### config.mk
export PLATFORM = sky130hd
export DESIGN_NAME = change_dispenser
export DESIGN_NICKNAME = d
export VERILOG_FILES = /design/src/rtl/vend_pkg.sv /design/src/rtl/coin_store.sv /design/src/rtl/change_dispenser.sv
export SDC_FILE = /design/constraint.sdc
export NUM_CORES = 1
export LEC_CHECK = 0
export CAP_MARGIN = 20
export CORE_MARGIN = 4
export CORE_UTILIZATION = 40
export CTS_CLUSTER_SIZE = 10
export DETAILED_ROUTE_END_ITERATION = 8
export GPL_ROUTABILITY_DRIVEN = 1
export PLACE_DENSITY = 0.69
export SLEW_MARGIN = 20
export SYNTH_ARGS = -nofsm -noshare
export SYNTH_HDL_FRONTEND = slang
export SYNTH_SLANG_ARGS = --single-unit
### constraint.sdc
create_clock -name clk -period 1.7 [get_ports clk]
set_clock_uncertainty 0.15 [all_clocks]
set_input_delay 0.34 -clock clk [delete_from_list [all_inputs] [get_ports clk]]
set_output_delay 0.34 -clock clk [all_outputs]
set_load 0.02 [all_outputs]
### src/rtl/vend_pkg.sv
// Shared codes and state encoding for the vending back end.
package vend_pkg;

    localparam int unsigned ITEM_W = 2;
    localparam int unsigned CHG_W  = 2;
    localparam int unsigned REM_W  = 3;

    typedef enum logic [ITEM_W-1:0] {
        NO_ITEM     = 2'd0,
        ITEM_TWENTY = 2'd1,
        ITEM_FIFTY  = 2'd2
    } item_e;

    typedef enum logic [CHG_W-1:0] {
        NO_CHANGE   = 2'd0,
        TEN_BACK    = 2'd1,
        THIRTY_BACK = 2'd2,
        FORTY_BACK  = 2'd3
    } change_e;

    typedef enum logic [1:0] {
        FAULT_NONE    = 2'd0,
        FAULT_TIMEOUT = 2'd1,
        FAULT_SHORT   = 2'd2
    } fault_e;

    typedef enum logic [2:0] {
        ST_IDLE     = 3'd0,
        ST_ITEM_REQ = 3'd1,
        ST_ITEM_REL = 3'd2,
        ST_COIN_SEL = 3'd3,
        ST_COIN_REQ = 3'd4,
        ST_COIN_REL = 3'd5,
        ST_FAULT    = 3'd6
    } state_e;

    // One actuation request line per mechanism, at most one set at a time.
    typedef struct packed {
        logic vend_twenty;
        logic vend_fifty;
        logic eject10;
        logic eject20;
    } req_t;

    // Change amount expressed in units of ten dollars.
    function automatic logic [REM_W-1:0] change_tens(input logic [CHG_W-1:0] code);
        logic [REM_W-1:0] tens;
        tens = REM_W'(0);
        case (change_e'(code))
            TEN_BACK:    tens = REM_W'(1);
            THIRTY_BACK: tens = REM_W'(3);
            FORTY_BACK:  tens = REM_W'(4);
            default:     tens = REM_W'(0);
        endcase
        return tens;
    endfunction

endpackage

### src/rtl/coin_store.sv
// Level counter for one coin store: reload on refill, decrement per ejected coin.
module coin_store #(
    parameter int unsigned CNT_W = 8,
    parameter int unsigned INIT  = 16
) (
    input  logic             clk,
    input  logic             rst_n,
    input  logic             load,
    input  logic             dec,
    output logic [CNT_W-1:0] level,
    output logic             empty
);

    logic [CNT_W-1:0] level_d;

    // Reload wins over a same-cycle decrement; an empty store never wraps.
    always_comb begin
        level_d = level;
        if (load) begin
            level_d = CNT_W'(INIT);
        end else if (dec && !empty) begin
            level_d = level - CNT_W'(1);
        end
    end

    // Level and its empty flag are registered together so they always agree.
    always_ff @(posedge clk or negedge rst_n) begin
        if (!rst_n) begin
            level <= CNT_W'(INIT);
            empty <= (INIT == 0);
        end else begin
            level <= level_d;
            empty <= (level_d == '0);
        end
    end

endmodule

### src/rtl/change_dispenser.sv
// Vending back end: item chute and coin ejector handshakes with greedy change payout.
module change_dispenser
    import vend_pkg::*;
#(
    parameter int unsigned CNT_W          = 8,
    parameter int unsigned INIT_COIN10    = 16,
    parameter int unsigned INIT_COIN20    = 16,
    parameter int unsigned TIMEOUT_CYCLES = 255
) (
    input  logic              clk,
    input  logic              rst_n,
    input  logic [ITEM_W-1:0] item,
    input  logic [CHG_W-1:0]  change,
    input  logic              mech_ack,
    input  logic              refill10,
    input  logic              refill20,
    input  logic              fault_clr,
    output logic              busy,
    output logic              vend_twenty,
    output logic              vend_fifty,
    output logic              eject10,
    output logic              eject20,
    output logic [CNT_W-1:0]  coin10_level,
    output logic [CNT_W-1:0]  coin20_level,
    output logic [1:0]        fault
);

    localparam int unsigned TMR_W = $clog2(TIMEOUT_CYCLES + 1);
    localparam logic [TMR_W-1:0] TMR_LAST = TMR_W'(TIMEOUT_CYCLES - 1);

    state_e           state_q, state_d;
    fault_e           fault_q, fault_d;
    logic             fifty_q, fifty_d;
    logic             use20_q, use20_d;
    logic [REM_W-1:0] rem_q, rem_d;
    logic [TMR_W-1:0] tmr_q, tmr_d;
    logic             busy_d;
    req_t             req_d;
    logic             dec10_c, dec20_c;
    logic             empty10, empty20;

    coin_store #(
        .CNT_W (CNT_W),
        .INIT  (INIT_COIN10)
    ) u_store10 (
        .clk   (clk),
        .rst_n (rst_n),
        .load  (refill10),
        .dec   (dec10_c),
        .level (coin10_level),
        .empty (empty10)
    );

    coin_store #(
        .CNT_W (CNT_W),
        .INIT  (INIT_COIN20)
    ) u_store20 (
        .clk   (clk),
        .rst_n (rst_n),
        .load  (refill20),
        .dec   (dec20_c),
        .level (coin20_level),
        .empty (empty20)
    );

    // Next state, transaction context, store decrements and next registered outputs.
    always_comb begin
        state_d = state_q;
        fault_d = fault_q;
        fifty_d = fifty_q;
        use20_d = use20_q;
        rem_d   = rem_q;
        dec10_c = 1'b0;
        dec20_c = 1'b0;

        unique case (state_q)
            ST_IDLE: begin
                if (item == ITEM_TWENTY || item == ITEM_FIFTY) begin
                    state_d = ST_ITEM_REQ;
                    fifty_d = (item == ITEM_FIFTY);
                    rem_d   = change_tens(change);
                end
            end
            ST_ITEM_REQ: begin
                if (mech_ack) begin
                    state_d = ST_ITEM_REL;
                end else if (tmr_q == TMR_LAST) begin
                    state_d = ST_FAULT;
                    fault_d = FAULT_TIMEOUT;
                end
            end
            ST_ITEM_REL: begin
                if (!mech_ack) begin
                    state_d = ST_COIN_SEL;
                end else if (tmr_q == TMR_LAST) begin
                    state_d = ST_FAULT;
                    fault_d = FAULT_TIMEOUT;
                end
            end
            ST_COIN_SEL: begin
                if (rem_q == '0) begin
                    state_d = ST_IDLE;
                end else if (rem_q >= REM_W'(2) && !empty20) begin
                    state_d = ST_COIN_REQ;
                    use20_d = 1'b1;
                end else if (!empty10) begin
                    state_d = ST_COIN_REQ;
                    use20_d = 1'b0;
                end else begin
                    state_d = ST_FAULT;
                    fault_d = FAULT_SHORT;
                end
            end
            ST_COIN_REQ: begin
                if (mech_ack) begin
                    state_d = ST_COIN_REL;
                    if (use20_q) begin
                        dec20_c = 1'b1;
                        rem_d   = rem_q - REM_W'(2);
                    end else begin
                        dec10_c = 1'b1;
                        rem_d   = rem_q - REM_W'(1);
                    end
                end else if (tmr_q == TMR_LAST) begin
                    state_d = ST_FAULT;
                    fault_d = FAULT_TIMEOUT;
                end
            end
            ST_COIN_REL: begin
                if (!mech_ack) begin
                    state_d = ST_COIN_SEL;
                end else if (tmr_q == TMR_LAST) begin
                    state_d = ST_FAULT;
                    fault_d = FAULT_TIMEOUT;
                end
            end
            ST_FAULT: begin
                if (fault_clr) begin
                    state_d = ST_IDLE;
                    fault_d = FAULT_NONE;
                end
            end
            default: begin
                state_d = ST_IDLE;
                fault_d = FAULT_NONE;
            end
        endcase

        // Handshake timer restarts on every state entry and only runs while waiting on mech_ack.
        tmr_d = '0;
        if (state_d == state_q &&
            (state_q == ST_ITEM_REQ || state_q == ST_ITEM_REL ||
             state_q == ST_COIN_REQ || state_q == ST_COIN_REL)) begin
            tmr_d = tmr_q + TMR_W'(1);
        end

        busy_d = (state_d != ST_IDLE);
        req_d  = '0;
        if (state_d == ST_ITEM_REQ) begin
            req_d.vend_twenty = !fifty_d;
            req_d.vend_fifty  = fifty_d;
        end
        if (state_d == ST_COIN_REQ) begin
            req_d.eject20 = use20_d;
            req_d.eject10 = !use20_d;
        end
    end

    // State, transaction context and all outputs.
    always_ff @(posedge clk or negedge rst_n) begin
        if (!rst_n) begin
            state_q     <= ST_IDLE;
            fault_q     <= FAULT_NONE;
            fifty_q     <= 1'b0;
            use20_q     <= 1'b0;
            rem_q       <= '0;
            tmr_q       <= '0;
            busy        <= 1'b0;
            vend_twenty <= 1'b0;
            vend_fifty  <= 1'b0;
            eject10     <= 1'b0;
            eject20     <= 1'b0;
            fault       <= 2'd0;
        end else begin
            state_q     <= state_d;
            fault_q     <= fault_d;
            fifty_q     <= fifty_d;
            use20_q     <= use20_d;
            rem_q       <= rem_d;
            tmr_q       <= tmr_d;
            busy        <= busy_d;
            vend_twenty <= req_d.vend_twenty;
            vend_fifty  <= req_d.vend_fifty;
            eject10     <= req_d.eject10;
            eject20     <= req_d.eject20;
            fault       <= fault_d;
        end
    end

endmodule

==> flow_metrics.env, run 1 <==
export IMPL_drive_gt1_share_pct=48.3
export IMPL_cp_cell_sequence="buf_6 -> nor2b_4 -> and3_4 -> a31oi_4 -> a21oi_4 -> nor3_1"
export IMPL_maxSlewHeadroom_pct=74.7
export IMPL_drcViolationCount=0
export IMPL_synth_distinct_cells=57
export IMPL_finalMaxSlewViolations=0
export IMPL_leakage_nw=1.82
export IMPL_ys_flop_type="dfrtp_1"
export IMPL_status="finished with violations"
export IMPL_grt_start_max_net_pins=42
export IMPL_track_usage_pct=18.4
export IMPL_power_share_combinational_pct=60.3
export IMPL_io_buffers=32
export IMPL_synth_xor_area_share_pct=7.05
export IMPL_antennaDiodeCount=0
export IMPL_finalCritPeriodShare_pct=110
export IMPL_power_density_nw_per_um2=1360
export IMPL_globalplace_congestion=0.869
export IMPL_placedCellCount=425
export IMPL_crit_fanout=8
export IMPL_dieArea_um2=7530
export IMPL_seqPwrFrac_pct=24.4
export IMPL_grt_pass1_vias=2480
export IMPL_dp_slack_ns=-0.561
export IMPL_period_needed_ns=1.88
export IMPL_antenna_left=0
export IMPL_core_um2=5960
export IMPL_max_cap_viol_count=0
export IMPL_final_cell_count_no_fill=450
export IMPL_clkLatencyLatePin_ns=0.30
export IMPL_crit_slowest_cell="dfrtp_2"
export IMPL_arrival_ns=1.90
export IMPL_worstSetupPathType="reg -> reg"
export IMPL_synthMuxAreaShare_pct=0.453
export IMPL_synth_fa_ha_area_share_pct=5.54
export IMPL_p_switching_w=0.00216
export IMPL_fin_util_pct=67.6
export IMPL_yosys_area_share_simple_pct=27.1
export IMPL_worst_pin_slew_ns=0.380
export IMPL_seq_area_frac_synth_pct=41.4
export IMPL_nets=395
export IMPL_ys_seq_elements=41
export IMPL_swShare_pct=39.6
export IMPL_fp_dieW_um=86.8
export IMPL_wl_um=6910
export IMPL_synth_top_family_by_area="simple AND/OR/NAND/NOR gates"
export IMPL_area_growth_pct=62.2
export IMPL_critPathLaunchType="flop"
export IMPL_synth_edff_count=0
export IMPL_row_count=28
export IMPL_clock_sinks=41
export IMPL_clk_pin_slew_ns=0.08
export IMPL_vias=2403
export IMPL_hold_class="reg -> reg"
export IMPL_syn_nets=286
export IMPL_ff2ff_path_depth=6
export IMPL_min_path_cells=2
export IMPL_antenna_found_initial=0
export IMPL_firstDrtPassIters=4
export IMPL_finalSetupViolCount=24
export IMPL_final_hold_viol_count=0
export IMPL_ir_drop_v=0.000931
export IMPL_overflow=0
export IMPL_start_util_pct=41.7
export IMPL_ioPinCount=33
export IMPL_max_freq_mhz=533
export IMPL_worstSetupEndpointType="flop"
export IMPL_synth_compound_area_share_pct=13.5
export IMPL_async_reset_ff_share_pct=100
export IMPL_rsz0062_at_grt="yes"
export IMPL_cts_tree="yes"
export IMPL_ys_warn_count=0
export IMPL_placed_cell_area_um2=3370
export IMPL_grt_pass1_wl_um=11100
export IMPL_avgViaCountPerCell=5.34
export IMPL_syn_cell_area_um2=2480
export IMPL_htree_levels=2
export IMPL_p_clk_share_pct=15.3
export IMPL_dp_hpwl_um=4370
export IMPL_final_cell_area_um2=4030
export IMPL_layout_commonest_cell="buf_4"
export IMPL_clockBufferDepth=2
export IMPL_setup_ws_ns=-0.175
export IMPL_power_internal_w=0.00330
export IMPL_slowest_delay_ns=0.48
export IMPL_synth_avg_cell_area_um2=9.37
export IMPL_required_ns=1.73
export IMPL_syn_inst=265
export IMPL_die_h_um=86.8
export IMPL_numCtsBuffers=5
export IMPL_detail_route_wl_per_cell_um=15.4
export IMPL_fin_total_pwr_w=0.00546
export IMPL_drt_iter0_markers=113
export IMPL_violations="setup timing"
export IMPL_layout_common_cells="61 x buf_4, 33 x dfrtp_1, 25 x nor2_1"
export IMPL_root_buffer="clkbuf_8"
[cells in the mapped netlist, types with 2 or more instances]
library cell | n | area (um2)
dfrtp_1 | 39 | 976
a21oi_1 | 12 | 60.1
xnor2_1 | 10 | 87.6
nand3_1 | 8 | 40.0
and4_4 | 2 | 22.5
buf_2 | 6 | 30.0
clkbuf_1 | 3 | 11.3
nand2_1 | 17 | 63.8
nor2b_1 | 4 | 25.0
ha_1 | 11 | 138
dfstp_2 | 2 | 52.6
nand3b_1 | 5 | 37.5
a31oi_1 | 3 | 18.8
a2bb2oi_1 | 2 | 17.5
xor2_1 | 10 | 87.6
nand2b_1 | 6 | 37.5
nand4_1 | 4 | 25.0
inv_1 | 17 | 63.8
or3_1 | 3 | 18.8
a211oi_1 | 9 | 67.6
o21ai_0 | 7 | 35.0
nor4_1 | 6 | 37.5
nor3_1 | 15 | 75.1
nor2_1 | 31 | 116
[metrics by stage]
stage               setup TNS (ns)  hold slack (ns)
detailed placement          -15.12            0.180
finish                       -2.36            0.350
CTS                          -1.66            0.352
floorplan                  -0.0738           -0.106
global placement            -13.71            0.180
global route                 -4.03            0.375
[layout make-up]
| cell class | count | area (um2) |
|---|---|---|
| clock buffers | 7 | 86.3 |
| clock inverters | 1 | 30.0 |
| fillers | 459 | 1930 |
| inverters | 17 | 67.6 |
| multi-input cells | 196 | 1750 |
| flip-flops and latches | 41 | 1040 |
| well taps | 75 | 93.8 |
| repair buffers | 113 | 965 |
[kinds of logic after synthesis]
group                      count (synthesis)
AOI/OAI and AO/OA                         47
xor gates and xnor gates                  20
adders and majority gates                 11
buffers and inverters                     28
DFF                                       41
muxes                                      1
and+or+nand+nor                          117
[flip-flops by register name, summed over array words and instances, names as in the netlist]
signal / cells
fault_q: 2
u_store20.empty: 1
tmr_q: 8
vend_twenty: 1
state_q: 3
u_store10.level: 8
use20_q: 1
u_store20.level: 8
busy: 1
eject10: 1
u_store10.empty: 1
fifty_q: 1
eject20: 1
vend_fifty: 1
rem_q: 3
[worst paths after layout]
check                            from                 end  slack [ns]
max in group asynchronous       rst_n  u_store10.level[4]        0.75
setup reg to reg           state_q[2]            tmr_q[3]       -0.18
setup / recovery           state_q[2]            tmr_q[3]       -0.18
hold / removal             fault_q[1]          fault_q[1]        0.35
min in group asynchronous       rst_n         vend_twenty        0.38
hold reg to reg            fault_q[1]          fault_q[1]        0.35
[metal layers]
| metal | vias to the layer above | wire length [um] | global-route usage [%] |
|---|---|---|---|
| li1 | 1154 | - | - |
| met1 | 1204 | 3020 | 22.4 |
| met2 | 33 | 3580 | 32.1 |
| met3 | 12 | 182 | 3.14 |
| met4 | 0 | 126 | 7.51 |
| met5 | - | 0 | 0 |
[worst max-delay path, delay by kind of cell, from the launching register on]
family	cells	cell delay (ns)
AO/OA/AOI/OAI	2	0.45
buffers and inverters	1	0.15
flip-flops	1	0.48
AND/OR/NAND/NOR	3	0.52
[power groups by stage]
stage | sequential (W) | combinational, W | clock [W]
finish | 0.00133 | 0.00329 | 0.000837
global route | 0.00135 | 0.00352 | 0.000878
CTS | 0.00132 | 0.00296 | 0.000845
detailed placement | 0.00133 | 0.00241 | 0
global placement | 0.00132 | 0.00236 | 0
floorplan | 0.00142 | 0.00131 | 0
[repair_timing]
action	4_1_cts	5_1_grt
resized for setup	92	45
endpoints found under the hold margin	39	0
endpoints found under the setup margin	52	37
hold buffers	1	0
cloned	1	0
setup buffers	18	3
pin swaps	32	30
(Power assumes the default switching activity.)
==> inputs of run 2 (changes only) <==
- CORE_MARGIN: 4 -> unset
==> run 2 against run 1 <==
The flow still finishes with violations (setup timing). Worst setup slack lost 0.085 ns. Hold slack improved by 0.034 ns. Clock power about the same. First-iteration DRC count down 1.8%. Critical path type unchanged. Highest routed layer unchanged.
==> flow_metrics.env, run 2 (synthesis gave the netlist of run 1 again) <==
export IMPL_cp_cell_sequence="buf_6 -> and4bb_4 -> buf_4 -> nand4_1 -> xor2_1 -> nor2_2 -> nor4_2"
export IMPL_crit_fanout=4
export IMPL_track_usage_pct=21.6
export IMPL_layout_commonest_cell="buf_4"
export IMPL_period_needed_ns=1.96
export IMPL_drt_iter0_markers=111
export IMPL_top_regs="tmr_q x8, u_store10.level x8, u_store20.level x8"
export IMPL_numCtsBuffers=5
export IMPL_finalCritPeriodShare_pct=115
export IMPL_start_util_pct=41.7
export IMPL_clock_sinks=41
export IMPL_avgViaCountPerCell=5.37
export IMPL_final_hold_viol_count=0
export IMPL_antennaDiodeCount=0
export IMPL_worstSetupEndpointType="flop"
export IMPL_fp_dieW_um=80.8
export IMPL_antenna_found_initial=0
export IMPL_status="finished with violations"
export IMPL_dieArea_um2=6530
export IMPL_setup_ws_ns=-0.260
export IMPL_power_density_nw_per_um2=1420
export IMPL_antenna_left=0
export IMPL_rsz0062_at_grt="yes"
export IMPL_nets=396
export IMPL_ir_drop_v=0.000795
export IMPL_clkLatencyLatePin_ns=0.30
export IMPL_drive_gt1_share_pct=47.9
export IMPL_grt_pass1_vias=2268
export IMPL_critPathLaunchType="flop"
export IMPL_ff2ff_path_depth=7
export IMPL_max_freq_mhz=510
export IMPL_row_count=28
export IMPL_ioPinCount=33
export IMPL_finalMaxSlewViolations=0
export IMPL_drcViolationCount=0
export IMPL_leakage_nw=1.83
export IMPL_area_growth_pct=64.6
export IMPL_dp_hpwl_um=4400
export IMPL_hold_class="reg -> reg"
export IMPL_firstDrtPassIters=4
export IMPL_grt_start_max_net_pins=42
export IMPL_clk_pin_slew_ns=0.08
export IMPL_vias=2422
export IMPL_hold_ws_ns=0.384
export IMPL_wl_um=7140
export IMPL_root_buffer="clkbuf_8"
export IMPL_htree_levels=2
export IMPL_worst_pin_slew_ns=0.370
export IMPL_clockBufferDepth=2
export IMPL_arrival_ns=2.01
export IMPL_globalplace_congestion=0.854
export IMPL_max_cap_viol_count=0
export IMPL_layout_common_cells="59 x buf_4, 35 x dfrtp_1, 24 x nor2_1"
export IMPL_io_buffers=32
export IMPL_fin_total_pwr_w=0.00582
export IMPL_violations="setup timing"
export IMPL_min_path_cells=1
export IMPL_detail_route_wl_per_cell_um=15.8
export IMPL_cts_tree="yes"
export IMPL_grt_pass1_wl_um=10800
export IMPL_die_h_um=80.8
export IMPL_core_um2=5960
export IMPL_worstSetupPathType="reg -> reg"
export IMPL_finalSetupViolCount=27
export IMPL_maxSlewHeadroom_pct=75.3
export IMPL_required_ns=1.75
export IMPL_crit_slowest_cell="dfrtp_1"
export IMPL_overflow=0
export IMPL_slowest_delay_ns=0.45
run 2: cell count changes in the layout (fill, tap and decap cells not counted), sizes merged:
cell         previous run  this run
buf                    84        83
clkbuf                  7        10
dlygate4sd2            21        20
run 2: path summary, 6_finish.rpt:
path	startpoint	to	slack (ns)
setup / recovery	state_q[0]	u_store10.empty	-0.26
hold / removal	fifty_q	fifty_q	0.38
setup reg to reg	state_q[0]	u_store10.empty	-0.26
hold reg to reg	fifty_q	fifty_q	0.38
max in group asynchronous	rst_n	u_store20.level[4]	0.74
min in group asynchronous	rst_n	fault_q[0]	0.40
run 2: stage by stage:
stage / worst slack, ns / setup TNS (ns) / util [%] / instances / area (um2)
after global routing: -0.322 / -4.28 / 68.6 / 451 / 4090
after CTS: -0.114 / -0.976 / 61.5 / 439 / 3660
after global placement: -0.508 / -13.96 / 56.5 / 425 / 3370
after detailed placement: -0.560 / -15.17 / 56.5 / 425 / 3370
after floorplan: -0.0733 / -0.0738 / - / 265 / 2520
final: -0.260 / -2.76 / 68.6 / 451 / 4090
run 2: layer usage:
layer  routed length [um]  up-vias  track usage [%]
met3                  241       11             3.15
met4                  113        0             7.68
met2                 3840       58             38.9
met5                    0        -                0
li1                     -     1157                -
met1                 2940     1196             26.2
run 2: layout make-up:
class                      instances  area [um2]
timing repair buffer             114         997
clock inverter                     1        30.0
inverter                          17        67.6
tap                               75        93.8
sequential                        41        1030
clock buffer                       7        86.3
multi-input combinational        196        1780
fill                             409        1870
run 2: critical path: cells and delay by family, from the launching register on:
family                 cells  cell delay [ns]
XOR/XNOR                   1             0.21
buffers and inverters      2             0.29
flip-flops                 1             0.45
AND/OR/NAND/NOR            4             0.76
run 2: power by group:
group,switching [W],internal (W),total [W]
clock network,0.000358,0.000479,0.000838
registers,0.000183,0.00117,0.00135
logic,0.00176,0.00187,0.00363
total,0.00230,0.00352,0.00582
run 2: what timing repair did:
action | 4_1_cts | 5_1_grt
hold buffers | 1 | 0
gates cloned | 0 | 0
hold endpoints to repair | 39 | 0
buffers inserted | 6 | 14
pin swaps | 23 | 45
setup endpoints to repair | 50 | 38
resized for setup | 66 | 74
==> inputs of run 3 (changes only) <==
--- a/constraint.sdc
+++ b/constraint.sdc
@@ -4,2 +4,2 @@
 set_output_delay 0.34 -clock clk [all_outputs]
-set_load 0.02 [all_outputs]
+set_load 0.1 [all_outputs]
==> run 3 against run 2 <==
The flow still finishes with violations (setup timing). Critical path depth unchanged. Largest cell class unchanged. Worst setup slack worse by 0.036 ns. Total power increased by 4.8%. Clock power is 25% lower. Final cell count rose by 0.89%. Register-to-register slack lost 0.04 ns. Highest routed layer unchanged.
==> flow_metrics.env, run 3 (synthesis gave the netlist of run 1 again) <==
export IMPL_status="finished with violations"
export IMPL_violations="setup timing"
export IMPL_fp_dieW_um=80.8
export IMPL_detail_route_wl_per_cell_um=15.7
export IMPL_antenna_found_initial=0
export IMPL_max_freq_mhz=501
export IMPL_regArea_um2=1060
export IMPL_critPathLaunchType="flop"
export IMPL_worstSetupEndpointType="flop"
export IMPL_cts_tree="yes"
export IMPL_final_cell_area_um2=4300
export IMPL_die_h_um=80.8
export IMPL_clock_sinks=41
export IMPL_drt_iter0_markers=106
export IMPL_ir_drop_v=0.00111
export IMPL_nets=400
export IMPL_avgViaCountPerCell=5.44
export IMPL_finalCritPeriodShare_pct=117
export IMPL_core_um2=5960
export IMPL_globalplace_congestion=0.944
export IMPL_rsz0062_at_grt="yes"
export IMPL_crit_family="simple AND/OR/NAND/NOR gates"
export IMPL_required_ns=1.76
export IMPL_finalMaxSlewViolations=0
export IMPL_overflow=0
export IMPL_row_count=28
export IMPL_io_buffers=32
export IMPL_setup_ws_ns=-0.296
export IMPL_drive_gt1_share_pct=53.7
export IMPL_finalSetupViolCount=20
export IMPL_crit_buf_inv=1
export IMPL_hold_class="reg -> reg"
export IMPL_fillCellCount=409
export IMPL_final_hold_viol_count=0
export IMPL_layout_common_cells="63 x buf_4, 28 x dfrtp_1, 25 x nor2_1, 25 x buf_12, 20 x buf_6"
export IMPL_crit_slowest_cell="dfrtp_4"
export IMPL_grt_pass1_vias=2355
export IMPL_worst_pin_slew_ns=0.358
export IMPL_dp_slack_ns=-0.607
export IMPL_worstSetupPathType="reg -> reg"
export IMPL_fin_total_pwr_w=0.00610
export IMPL_power_density_nw_per_um2=1420
export IMPL_root_buffer="clkbuf_8"
export IMPL_dp_hpwl_um=4320
export IMPL_top_regs="tmr_q x8, u_store10.level x8, u_store20.level x8"
export IMPL_vias=2476
export IMPL_cp_cell_sequence="inv_2 -> ha_4 -> nand3b_1 -> nor4_2 -> xnor2_1 -> nand4_1 -> a211oi_2"
export IMPL_antennaDiodeCount=0
export IMPL_grt_pass1_wl_um=10600
export IMPL_grt_start_max_net_pins=42
export IMPL_maxSlewHeadroom_pct=76.1
export IMPL_htree_levels=2
export IMPL_area_growth_pct=73.2
export IMPL_fin_setup_tns_ns=-2.43
export IMPL_start_util_pct=41.7
export IMPL_track_usage_pct=21.0
export IMPL_clkLatencyLatePin_ns=0.29
export IMPL_ioPinCount=33
export IMPL_placed_cell_area_um2=3610
export IMPL_clk_pin_slew_ns=0.08
export IMPL_drcViolationCount=0
export IMPL_antenna_left=0
export IMPL_leakage_nw=1.86
export IMPL_firstDrtPassIters=4
export IMPL_clockBufferDepth=2
export IMPL_dieArea_um2=6530
export IMPL_numCtsBuffers=5
export IMPL_crit_fanout=3
export IMPL_layout_commonest_cell="buf_4"
export IMPL_slowest_delay_ns=0.50
export IMPL_wl_um=7140
export IMPL_arrival_ns=2.05
export IMPL_max_cap_viol_count=0
export IMPL_period_needed_ns=2.00
export IMPL_multiInputGateArea_um2=1710
==> run 3: final timing paths <==
| check | cells after the start | endpoint | start | slack [ns] |
|---|---|---|---|---|
| worst max-delay path | 7 | u_store20.empty | u_store20.level[1] | -0.30 |
| worst min-delay path | 1 | fifty_q | fifty_q | 0.37 |
| worst max register to register | 7 | u_store20.empty | u_store20.level[1] | -0.30 |
| worst min register to register | 1 | fifty_q | fifty_q | 0.37 |
| max in group asynchronous | 3 | u_store20.level[4] | rst_n | 0.76 |
| min in group asynchronous | 3 | u_store20.level[3] | rst_n | 0.38 |
==> run 3: power by group <==
part	internal (W)	switching [W]	leakage [nW]	total (W)
registers	0.00119	0.000177	0.524	0.00136
logic	0.00200	0.00212	1.30	0.00411
clock network	0.000289	0.000339	0.0422	0.000627
total	0.00347	0.00263	1.86	0.00610
==> run 3: layer usage <==
metal	up-vias	part of all wire (%)	track usage, %
li1	1167	-	-
met1	1221	42	26.0
met2	74	53	37.5
met3	14	3.5	3.60
met4	0	1.4	6.07
met5	-	0	0
==> run 3: final cells by class <==
| type | count | area share (%) |
|---|---|---|
| multi-input combinational | 196 | 39.7 |
| inverter | 17 | 1.54 |
| tap | 75 | 2.18 |
| timing repair buffer | 118 | 30.0 |
| clock buffer | 7 | 1.77 |
| sequential | 41 | 24.7 |
| clock inverter | 1 | 0.116 |
==> run 3: timing repair <==
item,4_1_cts,5_1_grt
hold endpoints to repair,39,0
buffers inserted,6,21
hold buffers,1,0
pin swaps,24,24
resized for setup,42,53
endpoints found under the setup margin,28,31
==> run 3: metrics by stage <==
stage / cells / hold slack (ns) / util, %
after floorplan: 265 / -0.106 / -
after global placement: 421 / 0.178 / 60.7
after detailed placement: 421 / 0.182 / 60.7
after CTS: 435 / 0.359 / 65.7
after global routing: 455 / 0.395 / 72.2
final: 455 / 0.374 / 72.2
